[src/rtl/pit_bus_master.sv]
// pit_bus_master: turns one program/read command into the 8253 bus-cycle
// sequence (control word, then LSB/MSB transfers) with tunable setup/strobe/hold.
module pit_bus_master #(
    parameter int unsigned SETUP_CYC  = 2,
    parameter int unsigned STROBE_CYC = 3,
    parameter int unsigned HOLD_CYC   = 1
) (
    input  logic        clk,
    input  logic        rst_n,
    input  logic        cmd_valid,
    output logic        cmd_ready,
    input  logic        cmd_op,
    input  logic [1:0]  cmd_chan,
    input  logic [1:0]  cmd_rw,
    input  logic [2:0]  cmd_mode,
    input  logic        cmd_bcd,
    input  logic [15:0] cmd_count,
    output logic        rsp_valid,
    output logic        rsp_err,
    output logic [15:0] rsp_data,
    output logic        cs_n,
    output logic        rd_n,
    output logic        wr_n,
    output logic        a1,
    output logic        a0,
    output logic [7:0]  d_out,
    output logic        d_oe,
    input  logic [7:0]  d_in
);
    typedef enum logic [2:0] {
        IDLE, SETUP, STROBE, HOLD, GAP, DONE
    } state_t;

    localparam logic [3:0] SETUP_LD  = 4'(SETUP_CYC - 1);
    localparam logic [3:0] STROBE_LD = 4'(STROBE_CYC - 1);
    localparam logic [3:0] HOLD_LD   = 4'(HOLD_CYC - 1);

    state_t      state_q, state_d;
    logic [3:0]  cnt_q, cnt_d;
    logic [1:0]  idx_q, idx_d;
    logic        op_q, op_d;
    logic [1:0]  chan_q, chan_d;
    logic [1:0]  rw_q, rw_d;
    logic [2:0]  mode_q, mode_d;
    logic        bcd_q, bcd_d;
    logic [15:0] count_q, count_d;
    logic [7:0]  lo_q, lo_d;
    logic [7:0]  hi_q, hi_d;
    logic        err_q, err_d;

    logic        cmd_ready_q, cmd_ready_d;
    logic        rsp_valid_q, rsp_valid_d;
    logic        rsp_err_q, rsp_err_d;
    logic [15:0] rsp_data_q, rsp_data_d;
    logic        cs_n_q, cs_n_d;
    logic        rd_n_q, rd_n_d;
    logic        wr_n_q, wr_n_d;
    logic [1:0]  addr_q, addr_d;
    logic [7:0]  d_out_q, d_out_d;
    logic        d_oe_q, d_oe_d;

    logic        illegal;
    logic        read_cyc;
    logic        has_next;
    logic [1:0]  next_idx;
    logic        busy_d;
    logic        wr_cyc_d;
    logic [7:0]  ctrl_d;
    logic [7:0]  wdata_d;

    // idx: 0 = control/latch word, 1 = LSB transfer, 2 = MSB transfer
    always_comb begin
        state_d  = state_q;
        cnt_d    = cnt_q;
        idx_d    = idx_q;
        op_d     = op_q;
        chan_d   = chan_q;
        rw_d     = rw_q;
        mode_d   = mode_q;
        bcd_d    = bcd_q;
        count_d  = count_q;
        lo_d     = lo_q;
        hi_d     = hi_q;
        err_d    = err_q;

        illegal  = (cmd_chan == 2'd3) || (cmd_rw == 2'b00)
                   || (!cmd_op && (cmd_mode > 3'd5));
        read_cyc = op_q && (idx_q != 2'd0);

        has_next = 1'b0;
        next_idx = idx_q;
        if (idx_q == 2'd0) begin
            if (rw_q[0]) begin
                has_next = 1'b1;
                next_idx = 2'd1;
            end else if (rw_q[1]) begin
                has_next = 1'b1;
                next_idx = 2'd2;
            end
        end else if ((idx_q == 2'd1) && rw_q[1]) begin
            has_next = 1'b1;
            next_idx = 2'd2;
        end

        unique case (state_q)
            IDLE: begin
                if (cmd_valid && cmd_ready_q) begin
                    op_d    = cmd_op;
                    chan_d  = cmd_chan;
                    rw_d    = cmd_rw;
                    mode_d  = cmd_mode;
                    bcd_d   = cmd_bcd;
                    count_d = cmd_count;
                    lo_d    = 8'h00;
                    hi_d    = 8'h00;
                    err_d   = illegal;
                    idx_d   = 2'd0;
                    cnt_d   = SETUP_LD;
                    state_d = illegal ? DONE : SETUP;
                end
            end
            SETUP: begin
                if (cnt_q == 4'd0) begin
                    state_d = STROBE;
                    cnt_d   = STROBE_LD;
                end else begin
                    cnt_d = cnt_q - 4'd1;
                end
            end
            STROBE: begin
                if (cnt_q == 4'd0) begin
                    state_d = HOLD;
                    cnt_d   = HOLD_LD;
                    if (read_cyc) begin
                        if (idx_q == 2'd1) begin
                            lo_d = d_in;
                        end else begin
                            hi_d = d_in;
                        end
                    end
                end else begin
                    cnt_d = cnt_q - 4'd1;
                end
            end
            HOLD: begin
                if (cnt_q == 4'd0) begin
                    state_d = GAP;
                end else begin
                    cnt_d = cnt_q - 4'd1;
                end
            end
            GAP: begin
                if (has_next) begin
                    state_d = SETUP;
                    idx_d   = next_idx;
                    cnt_d   = SETUP_LD;
                end else begin
                    state_d = DONE;
                end
            end
            DONE: begin
                state_d = IDLE;
            end
            default: begin
                state_d = IDLE;
            end
        endcase

        // bus pins are registered from the state being entered
        busy_d   = (state_d == SETUP) || (state_d == STROBE)
                   || (state_d == HOLD);
        wr_cyc_d = !op_d || (idx_d == 2'd0);
        ctrl_d   = op_d ? {chan_d, 6'b000000}
                        : {chan_d, rw_d, mode_d, bcd_d};
        if (idx_d == 2'd0) begin
            wdata_d = ctrl_d;
        end else if (idx_d == 2'd1) begin
            wdata_d = count_d[7:0];
        end else begin
            wdata_d = count_d[15:8];
        end

        cmd_ready_d = (state_d == IDLE);
        rsp_valid_d = (state_d == DONE);
        rsp_err_d   = (state_d == DONE) && err_d;
        rsp_data_d  = (state_d == DONE) ? {hi_d, lo_d} : rsp_data_q;
        cs_n_d      = !busy_d;
        wr_n_d      = !((state_d == STROBE) && wr_cyc_d);
        rd_n_d      = !((state_d == STROBE) && !wr_cyc_d);
        d_oe_d      = busy_d && wr_cyc_d;
        addr_d      = addr_q;
        d_out_d     = d_out_q;
        if (busy_d) begin
            addr_d = (idx_d == 2'd0) ? 2'b11 : chan_d;
            if (wr_cyc_d) begin
                d_out_d = wdata_d;
            end
        end
    end

    always_ff @(posedge clk) begin
        if (!rst_n) begin
            state_q     <= IDLE;
            cnt_q       <= 4'd0;
            idx_q       <= 2'd0;
            op_q        <= 1'b0;
            chan_q      <= 2'd0;
            rw_q        <= 2'd0;
            mode_q      <= 3'd0;
            bcd_q       <= 1'b0;
            count_q     <= 16'h0000;
            lo_q        <= 8'h00;
            hi_q        <= 8'h00;
            err_q       <= 1'b0;
            cmd_ready_q <= 1'b1;
            rsp_valid_q <= 1'b0;
            rsp_err_q   <= 1'b0;
            rsp_data_q  <= 16'h0000;
            cs_n_q      <= 1'b1;
            rd_n_q      <= 1'b1;
            wr_n_q      <= 1'b1;
            addr_q      <= 2'b00;
            d_out_q     <= 8'h00;
            d_oe_q      <= 1'b0;
        end else begin
            state_q     <= state_d;
            cnt_q       <= cnt_d;
            idx_q       <= idx_d;
            op_q        <= op_d;
            chan_q      <= chan_d;
            rw_q        <= rw_d;
            mode_q      <= mode_d;
            bcd_q       <= bcd_d;
            count_q     <= count_d;
            lo_q        <= lo_d;
            hi_q        <= hi_d;
            err_q       <= err_d;
            cmd_ready_q <= cmd_ready_d;
            rsp_valid_q <= rsp_valid_d;
            rsp_err_q   <= rsp_err_d;
            rsp_data_q  <= rsp_data_d;
            cs_n_q      <= cs_n_d;
            rd_n_q      <= rd_n_d;
            wr_n_q      <= wr_n_d;
            addr_q      <= addr_d;
            d_out_q     <= d_out_d;
            d_oe_q      <= d_oe_d;
        end
    end

    assign cmd_ready = cmd_ready_q;
    assign rsp_valid = rsp_valid_q;
    assign rsp_err   = rsp_err_q;
    assign rsp_data  = rsp_data_q;
    assign cs_n      = cs_n_q;
    assign rd_n      = rd_n_q;
    assign wr_n      = wr_n_q;
    assign a1        = addr_q[1];
    assign a0        = addr_q[0];
    assign d_out     = d_out_q;
    assign d_oe      = d_oe_q;

endmodule

[config.mk]
export PLATFORM = sky130hd
export DESIGN_NAME = pit_bus_master
export DESIGN_NICKNAME = d
export VERILOG_FILES = /design/src/rtl/pit_bus_master.sv
export SDC_FILE = /design/constraint.sdc
export NUM_CORES = 1
export LEC_CHECK = 0
export CAP_MARGIN = 20
export CORE_AREA = 2 2 113 115
export DETAILED_ROUTE_END_ITERATION = 10
export DIE_AREA = 0 0 115 117
export PLACE_DENSITY_LB_ADDON = 0.2
export SYNTH_ARGS = -nofsm -noshare
export SYNTH_HDL_FRONTEND = slang
export SYNTH_SLANG_ARGS = --single-unit
[constraint.sdc]
create_clock -name clk -period 2 [get_ports clk]
set_input_delay 0.3 -clock clk [delete_from_list [all_inputs] [get_ports clk]]
set_output_delay 0.3 -clock clk [all_outputs]
set_load 0.01 [all_outputs]
==> results of run 1 <==
path summary, 6_finish.rpt:
kind | start | to | slack (ns) | cells past startpoint
max reg2reg | cnt_q[0] | d_out[0] | -0.02 | 10
max | cnt_q[0] | d_out[0] | -0.02 | 10
min reg2reg | mode_q[2] | mode_q[2] | 0.46 | 2
min | rst_n | cs_n | 0.43 | 2
power by group through the flow:
stage	Combinational, mW	Sequential (mW)	Clock, mW
finish	3.63	2.30	1.67
global route	3.95	2.35	1.77
CTS	3.40	2.30	1.70
detailed placement	3.18	2.33	0
global placement	3.15	2.32	0
floorplan	1.62	2.41	0
critical path: stages, from the launching register on:
cell and delay [ns]:
dfxtp_1 0.33, inv_1 0.06, ha_2 0.19, and4bb_2 0.25
o21ai_2 0.19, nand2_2 0.08, buf_4 0.15, a2111oi_4 0.33
buf_6 0.18, o21ai_1 0.06, a31oi_1 0.14
sequential cells by signal, summed over array words and instances, names as in the netlist, 2 cells and up:
register  count
count_q      16
rsp_data     16
d_out         8
hi_q          8
lo_q          8
cnt_q         4
mode_q        3
state_q       3
addr_q        2
chan_q        2
idx_q         2
rw_q          2
what timing repair did:
| item | 4_1_cts | 5_1_grt |
|---|---|---|
| setup endpoints to repair | 33 | 37 |
| buffers inserted | 3 | 7 |
| resized for setup | 19 | 32 |
| pin swaps | 8 | 8 |
| gates cloned | 2 | 0 |
kinds of logic (layout without fill, tap and decap cells):
group                      count (synthesis)  count (layout)
adders and majority gates                  2               2
muxes                                     18              18
and+or+nand+nor                          155             155
xor gates and xnor gates                   1               1
buffers and inverters                     32             156
AOI/OAI and AO/OA                        105             105
DFF                                       84              84
through the flow:
stage           TNS, ns  total power [mW]
4_1_cts               0              7.40
3_5_place_dp     -14.55              5.51
3_3_place_gp     -13.77              5.47
6_report        -0.0512              7.59
2_1_floorplan  -0.00578              4.03
5_1_grt          -0.729              8.07
cell type report:
class                           count  area, µm²  share of cell area
Clock buffer                       11        243              0.0447
Clock inverter                      4       48.8             0.00898
Inverter                            6       22.5             0.00414
Multi-Input combinational cell    281       1980               0.364
Sequential cell                    84       1690               0.310
Tap cell                          150        188              0.0345
Timing Repair Buffer              135       1270               0.233
synth_stat cells, types with 2 or more instances:
library cell  instances  area (µm²)
and2_1                6        37.5
inv_1                 6        22.5
nor3b_1               8        60.1
o22ai_1               2        12.5
nor3_1                9        45.0
o21ai_1              11        55.1
nand2_1              60         225
nor2_1                8        30.0
ha_1                  2        25.0
o2111ai_1             3        26.3
nand3_1               3        15.0
mux2_2                3        33.8
buf_2                 7        35.0
o311ai_0              2        17.5
dfxtp_1              84        1680
clkbuf_1             18        67.6
a21boi_0             13        97.6
and3_1               18         113
o21ai_0               7        35.0
nand3b_1              2        15.0
o211a_1              16         160
a211oi_1              5        37.5
a2111oi_4             2        55.1
a21oi_1              23         115
nor2b_1              31         194
a31oi_1               8        50.1
a21o_1                4        30.0
mux2i_1              14         140
per-layer routing:
metal  share of wire  GRT usage  vias up
li1                -          -     1645
met3           0.044     0.0335       16
met4           0.022     0.0763        0
met5               0          0        -
met2            0.47      0.258       88
met1            0.46      0.201     1607
==> flow_results.org, run 1 <==
** Outcome
- Outcome :: finished with violations
- Violations in the final reports :: setup timing

** STA
- The number of max-slew violations in the final report came to 0.
- Final critical delay including setup and external delays :: 2.02 ns
- Final hold analysis gives a worst-case slack of 0.433 ns.
- Fmax :: 495 MHz
- The number of failing hold endpoints at the final stage is 0.
- Setup repair after global routing could not meet its margin everywhere.
- Slew at the pin closest to its max-slew limit :: 0.550 ns
- Across all setup checks in the final design, the least slack found is -0.0213 ns.
- Of the available clock period, the critical path in the final layout requires 1.01.
- On the final layout, the worst clock skew is 0.0106 ns.
- Max-slew headroom :: 0.633
- Number of setup violations in the final report :: 4

** Yosys
- Adder and majority cell fraction of the synthesized area :: 0.00689
- The cell area that synthesis handed to floorplanning was 3630 µm².
- For this run, the number of Yosys warnings is 0.
- In this run the mean area of a mapped cell was 9.14 µm².
- The number of nets in the synthesized netlist is 435.
- Flops & latches, synth :: 84
- The cell count after synthesis came out at 397.
- Combinational family with the most area after synthesis :: simple AND/OR/NAND/NOR gates
- Of the total synthesized cell area, the portion taken by AND, OR, NAND and NOR gates is 0.226.
- Share of flip-flops with an asynchronous set or reset :: 0
- Share of synthesized area spent on multiplexers :: 0.0521
- Part of the Yosys area used for sequential elements :: 0.463
- The synthesized design contains 0 enable-type register cells.
- The most used flip-flop cell after synthesis is dfxtp_1.
- Synthesis instantiated 50 different standard cells from the library.
- The compound-cell area share of the yosys netlist is 0.214.
- Share of the synthesized netlist area taken by xor and xnor gates :: 0.00241

** Placement
- Prior to clock tree synthesis, the placed netlist has a worst setup slack of -0.478 ns.
- After detailed placement, the design holds a cell count of 644.
- Placed standard-cell area :: 4840 µm²
- Buffers placed on the I/O ports in this run total 68.
- At the end of routability-driven placement, the weighted congestion stood at 0.785.
- Post-DP HPWL :: 7230 µm

** Global route
- Via count of the first global-routing pass :: 3320
- The number of antenna violations at the first check in global routing was 0.
- First-pass GRT wire length :: 16600 µm
- Across every metal layer, demand over resource in global routing totals 0.159.
- Entering global routing, the biggest net connects 48 pins.
- The total overflow left after global routing is 0.

** Power and ir drop
- For this design the total switching power over the nets is 2.63 mW.
- Maximum vdd drop :: 0.458 mV
- Of the total power, the share spent switching nets is 0.347.
- Internal power consumption :: 4.96 mW
- The share of total power dissipated in combinational logic is 0.478.
- Clock power share :: 0.219
- The share of total power dissipated in sequential elements is 0.303.
- In this run the static leakage power is 2.25 nW.
- Power spread over the standard cell area amounts to 1400 nW/µm².

** Cells and area
- Total number of nets in the final design :: 555
- In the layout the commonest cells are 80 x dfxtp_1, 67 x clkdlybuf4s50_1, 58 x nand2_1.
- Layout overhead on the synthesized area :: 49.7%
- Ant. Diodes :: 0
- The finished cells cover 5430 µm².
- Leading cell type in the layout, fill and taps excluded :: dfxtp_1
- Count of filler cells inserted in the layout :: 1214
- In the final layout, the share of cells above drive strength 1 is 0.242.
- Once layout is complete, the cells apart from fillers number 671.
- End-of-flow core utilization :: 0.441

** Drt
- After detailed routing, the average wire length per cell comes to 15.3 µm.
- Number of optimization iterations in the first detailed-route pass :: 4
- Using the TritonRoute via totals, the vias-per-cell ratio works out to 5.00.
- Post-detailed-routing wire length :: 10300 µm
- DR DRC count :: 0
- The detail route stage leaves a number of antenna-violating nets equal to 0.
- The routed layout has 3356 vias.
- First DRT Iteration DRCs :: 128

** Clock tree
- Number of buffers inserted by hold repair at cts :: 0
- Insertion delay of the later-clocked pin in the worst-skew pair :: 0.34 ns
- Clock H-tree levels :: 3
- In this run, CTS created clock tree buffers numbering 9.
- The tree is rooted in a clkbuf_16.
- Clock slew seen by the registers of the worst setup and hold paths :: 0.06 ns
- CTS saw 84 sinks.
- TritonCTS built the clock tree.
- Maximum root-to-sink buffer count :: 2

** Die
- After floorplanning, the core was sized to cover 12300 µm².
- Die area :: 13500 µm²
- Die X :: 115 µm
- Total number of placement rows :: 41
- Measured along the y axis, the die boundary spans 117 µm.
- 69 I/O pins were placed.
- Effective utilization at floorplan :: 0.295

** Critical path
- Req. time, crit path :: 2.27 ns
- The critical path is of the reg -> reg type.
- Maximum net fanout on the critical path :: 5
- Worst endpoint data arrival time :: 2.29 ns
- The worst setup path is launched from a flop.
- Kind of capture point of the worst setup path :: flop

** Hold path
- Path type of the worst min-delay path :: in -> reg

** Job
- Max-cap violations :: 0
No activity file was read; power rests on OpenSTA's default activity.
==> run 2: changes to the inputs <==
- CTS_CLUSTER_SIZE: default -> 8
- SKIP_LAST_GASP: default -> 1
==> run 2 against run 1 <==
Effect of this change:
- the run still ends with setup timing left
- first-iteration DRC count grew 13%
- design area increased by 1.2%
- sequential cell count did not move
- power increased by 1.6%
- sequential power about the same
- clock power barely moved
- fmax shrank 0.60%
- hold slack improved by 0.029 ns
- via count grew 0.92%
- clock-buffer cell count unchanged
- sequential share of layout area shrank 0.36 points
- largest cell class unchanged
- critical path depth stayed put
==> flow_results.org, run 2 (same netlist as run 1, synthesis figures left out) <==
** Clock tree
- The clock latency of the later-clocked register in the worst-skew pair is 0.34 ns (about the same).
- The number of buffers added to fix hold violations after cts is 0 (unchanged).
- Maximum root-to-sink buffer count :: 2 (unchanged)
- The CTS tree is done (unchanged).
- Clock Sink Count :: 84 (unchanged)
- The deepest level of the CTS H-tree is 3 (unchanged).
- The TritonCTS buffer count came to 9 (unchanged).
- The clock slew at the register clock pins of the worst setup and hold paths was 0.06 ns (about the same).
- Cell at the root of the clock tree :: clkbuf_16 (unchanged)

** Outcome
- Violations in the final reports :: setup timing (unchanged)
- Outcome: finished with violations (unchanged).

** Drt
- The number of nets still failing antenna checks after routing was 0 (unchanged).
- Routed via count :: 3387 (was 3356)
- Number of optimization iterations in the first detailed-route pass :: 4 (unchanged)
- The total wire length was 10400 µm (was 10300 µm).
- DR DRC count :: 0 (unchanged)
- The average wire per standard cell was 15.4 µm (was 15.3 µm).
- The iteration-0 DRC count of the detailed router came to 144 (was 128).
- The number of vias per cell was 5.02 (was 5.00).

** Critical path
- The worst stage delay on the critical path is 0.33 ns (about the same).
- Kind of capture point of the worst setup path :: flop (unchanged)
- The buffer and inverter count on the worst path was 4 (was 3).
- The maximum net fanout on the critical path was 6 (was 5).
- The signal arrival time at the worst endpoint was 2.30 ns (was 2.29 ns).
- The cell that appears most often on the critical path is buf_6.
- The slowest stage cell on the critical path was dfxtp_2 (was dfxtp_1).
- Cells traversed along the worst timing path: buf_6 > buf_12 > and4bb_2 > o21ai_2 > nand2_2 > buf_6 > a2111oi_4 > buf_6 > o21ai_2 > a31oi_1 (was inv_1 > ha_2 > and4bb_2 > o21ai_2 > nand2_2 > buf_4 > a2111oi_4 > buf_6 > o21ai_1 > a31oi_1).
- The critical path class was reg -> reg (unchanged).
- Req. time, crit path :: 2.26 ns (was 2.27 ns)
- The category of cells accounting for the largest share of critical-path delay is compound AO/OA/AOI/OAI gates (unchanged).
- The type of origin of the critical path was a flop (unchanged).

** Global route
- Pin count of the biggest net entering global routing :: 48 (unchanged)
- Antenna violations before repair :: 0 (unchanged)
- First-pass GRT wire length :: 16600 µm (about the same)
- Aggregate global-route resource usage :: 0.158 (was 0.159)
- The number of global-route vias before repair came to 3311 (was 3320).
- Congestion Overflow GR :: 0 (unchanged)

** Cells and area
- Layout overhead on the synthesized area :: 51.6% (was 49.7%)
- Ant. Diodes :: 0 (unchanged)
- The commonest non-fill, non-tap cell in the layout was dfxtp_1 (unchanged).
- Non-filler cells in the finished layout :: 675 (was 671)
- The final design instance area without fill is 5500 µm² (was 5430 µm²).
- Share of final-layout standard cells stronger than drive strength 1 :: 0.251 (was 0.242)
- Total number of nets in the final design :: 559 (was 555)
- Commonest cells after routing, fill and taps aside: 79 x dfxtp_1, 66 x clkdlybuf4s50_1, 58 x nand2_1 (was 80 x dfxtp_1, 67 x clkdlybuf4s50_1, 58 x nand2_1).

** STA
- Slew Viols, Final :: 0 (unchanged)
- Number of setup violations in the final report :: 5 (was 4)
- Setup TNS Final :: -0.127 ns (was -0.0512 ns)
- The maximum operating frequency was 492 MHz (was 495 MHz).
- The share of the clock period used by the worst path after layout was 1.02 (was 1.01).
- The transition time at the pin with the least slew margin is 0.553 ns (was 0.550 ns).
- The number of failing hold endpoints at the final stage is 0 (unchanged).
- Max-slew headroom :: 0.632 (was 0.633)
- Worst clock skew :: 0.00914 ns (was 0.0106 ns)
- Unrepaired setup endpoints after global routing: true (unchanged).
- The setup slack after layout came to -0.0335 ns (was -0.0213 ns).
- The final critical-path required period is 2.03 ns (was 2.02 ns).

** Power and ir drop
- Clock power share :: 0.217 (was 0.219)
- The switching power share of the total was 0.348 (was 0.347).
- The share of total power in combinational logic was 0.485 (was 0.478).
- Sequential share of power :: 0.298 (was 0.303)
- The net switching power was 2.68 mW (was 2.63 mW).
- Pwr/cell area :: 1400 nW/µm² (about the same)
- The leakage power figure is 2.28 nW (was 2.25 nW).
- The internal portion of total power came to 5.03 mW (was 4.96 mW).
- Maximum vdd drop :: 0.490 mV (was 0.458 mV)

** Placement
- The standard cell area after detailed placement came to 4840 µm² (unchanged).
- The placed wire-length estimate after detailed placement was 7230 µm (unchanged).
- # port buffers :: 68 (unchanged)
- Final RePlAce weighted congestion :: 0.785 (unchanged)
- The number of cells in the design after placement is 644 (unchanged).

** Die
- The number of core rows was 41 (unchanged).
- The area enclosed by the die boundary came to 13500 µm² (unchanged).
- Number of ports placed on the die boundary :: 69 (unchanged)
- The initial standard-cell utilization of the core came to 0.295 (unchanged).
- The core area is 12300 µm² (unchanged).
- The horizontal die dimension is 115 µm (unchanged).
- The height of the chip was 117 µm (unchanged).

** Job
- The max-cap violation count was 0 (unchanged).

** Hold path
- Path type of the worst min-delay path :: reg -> reg (was in -> reg)
[run 2: changes by cell type in the layout (fill, tap and decap cells not counted), sizes merged]
| cell | before | now |
|---|---|---|
| clkdlybuf4s50 | 67 | 66 |
| dlymetal6s2s | 0 | 1 |
| buf | 68 | 72 |
[run 2: path summary, 6_finish.rpt]
path	startpoint	end	slack, ns	depth (start not counted)
worst max register to register	state_q[1]	d_out[3]	-0.03	10
worst min-delay path	bcd_q	bcd_q	0.46	2
worst max-delay path	state_q[1]	d_out[3]	-0.03	10
worst min register to register	bcd_q	bcd_q	0.46	2
[run 2: final cells by class]
type	instances	area, µm²
clock buffers	11	243
clock inverters	4	48.8
fillers	1203	6810
inverters	6	22.5
multi-input cells	281	2000
flip-flops and latches	84	1690
well taps	150	188
repair buffers	139	1310
[run 2: worst register-to-register path, stage by stage (launching register included)]
cell and delay, ns:
dfxtp_2 0.33, buf_6 0.12, buf_12 0.13, and4bb_2 0.25, o21ai_2 0.20, nand2_2 0.10
buf_6 0.13, a2111oi_4 0.33, buf_6 0.18, o21ai_2 0.05, a31oi_1 0.14
[run 2: stage by stage]
step | total power [mW] | hold WS [ns] | util | setup WS [ns]
2_1_floorplan | 4.03 | 0.439 | - | -0.00578
3_3_place_gp | 5.47 | 0.449 | 0.393 | -0.488
3_5_place_dp | 5.51 | 0.454 | 0.393 | -0.478
4_1_cts | 7.40 | 0.412 | 0.425 | -0.0118
5_1_grt | 8.19 | 0.498 | 0.447 | -0.111
6_report | 7.71 | 0.462 | 0.447 | -0.0335
[run 2: repair_timing]
action / CTS / global route
gates resized for setup: 18 / 41
hold endpoints to repair: 0 / 0
pin swaps: 8 / 10
gates cloned: 2 / 0
buffers inserted: 3 / 12
endpoints found under the setup margin: 33 / 37
[run 2: metal layers]
metal  GRT usage  share of wire  vias to the layer above
met1       0.201           0.46                     1628
li1            -              -                     1661
met4      0.0731          0.019                        0
met3      0.0335          0.042                       13
met5           0              0                        -
met2       0.259           0.48                       85
[run 2: power by group through the flow]
stage	logic, mW	registers, mW	clock network, mW
global route	4.07	2.35	1.77
CTS	3.40	2.30	1.70
global placement	3.15	2.32	0
detailed placement	3.18	2.33	0
floorplan	1.62	2.41	0
finish	3.74	2.30	1.67
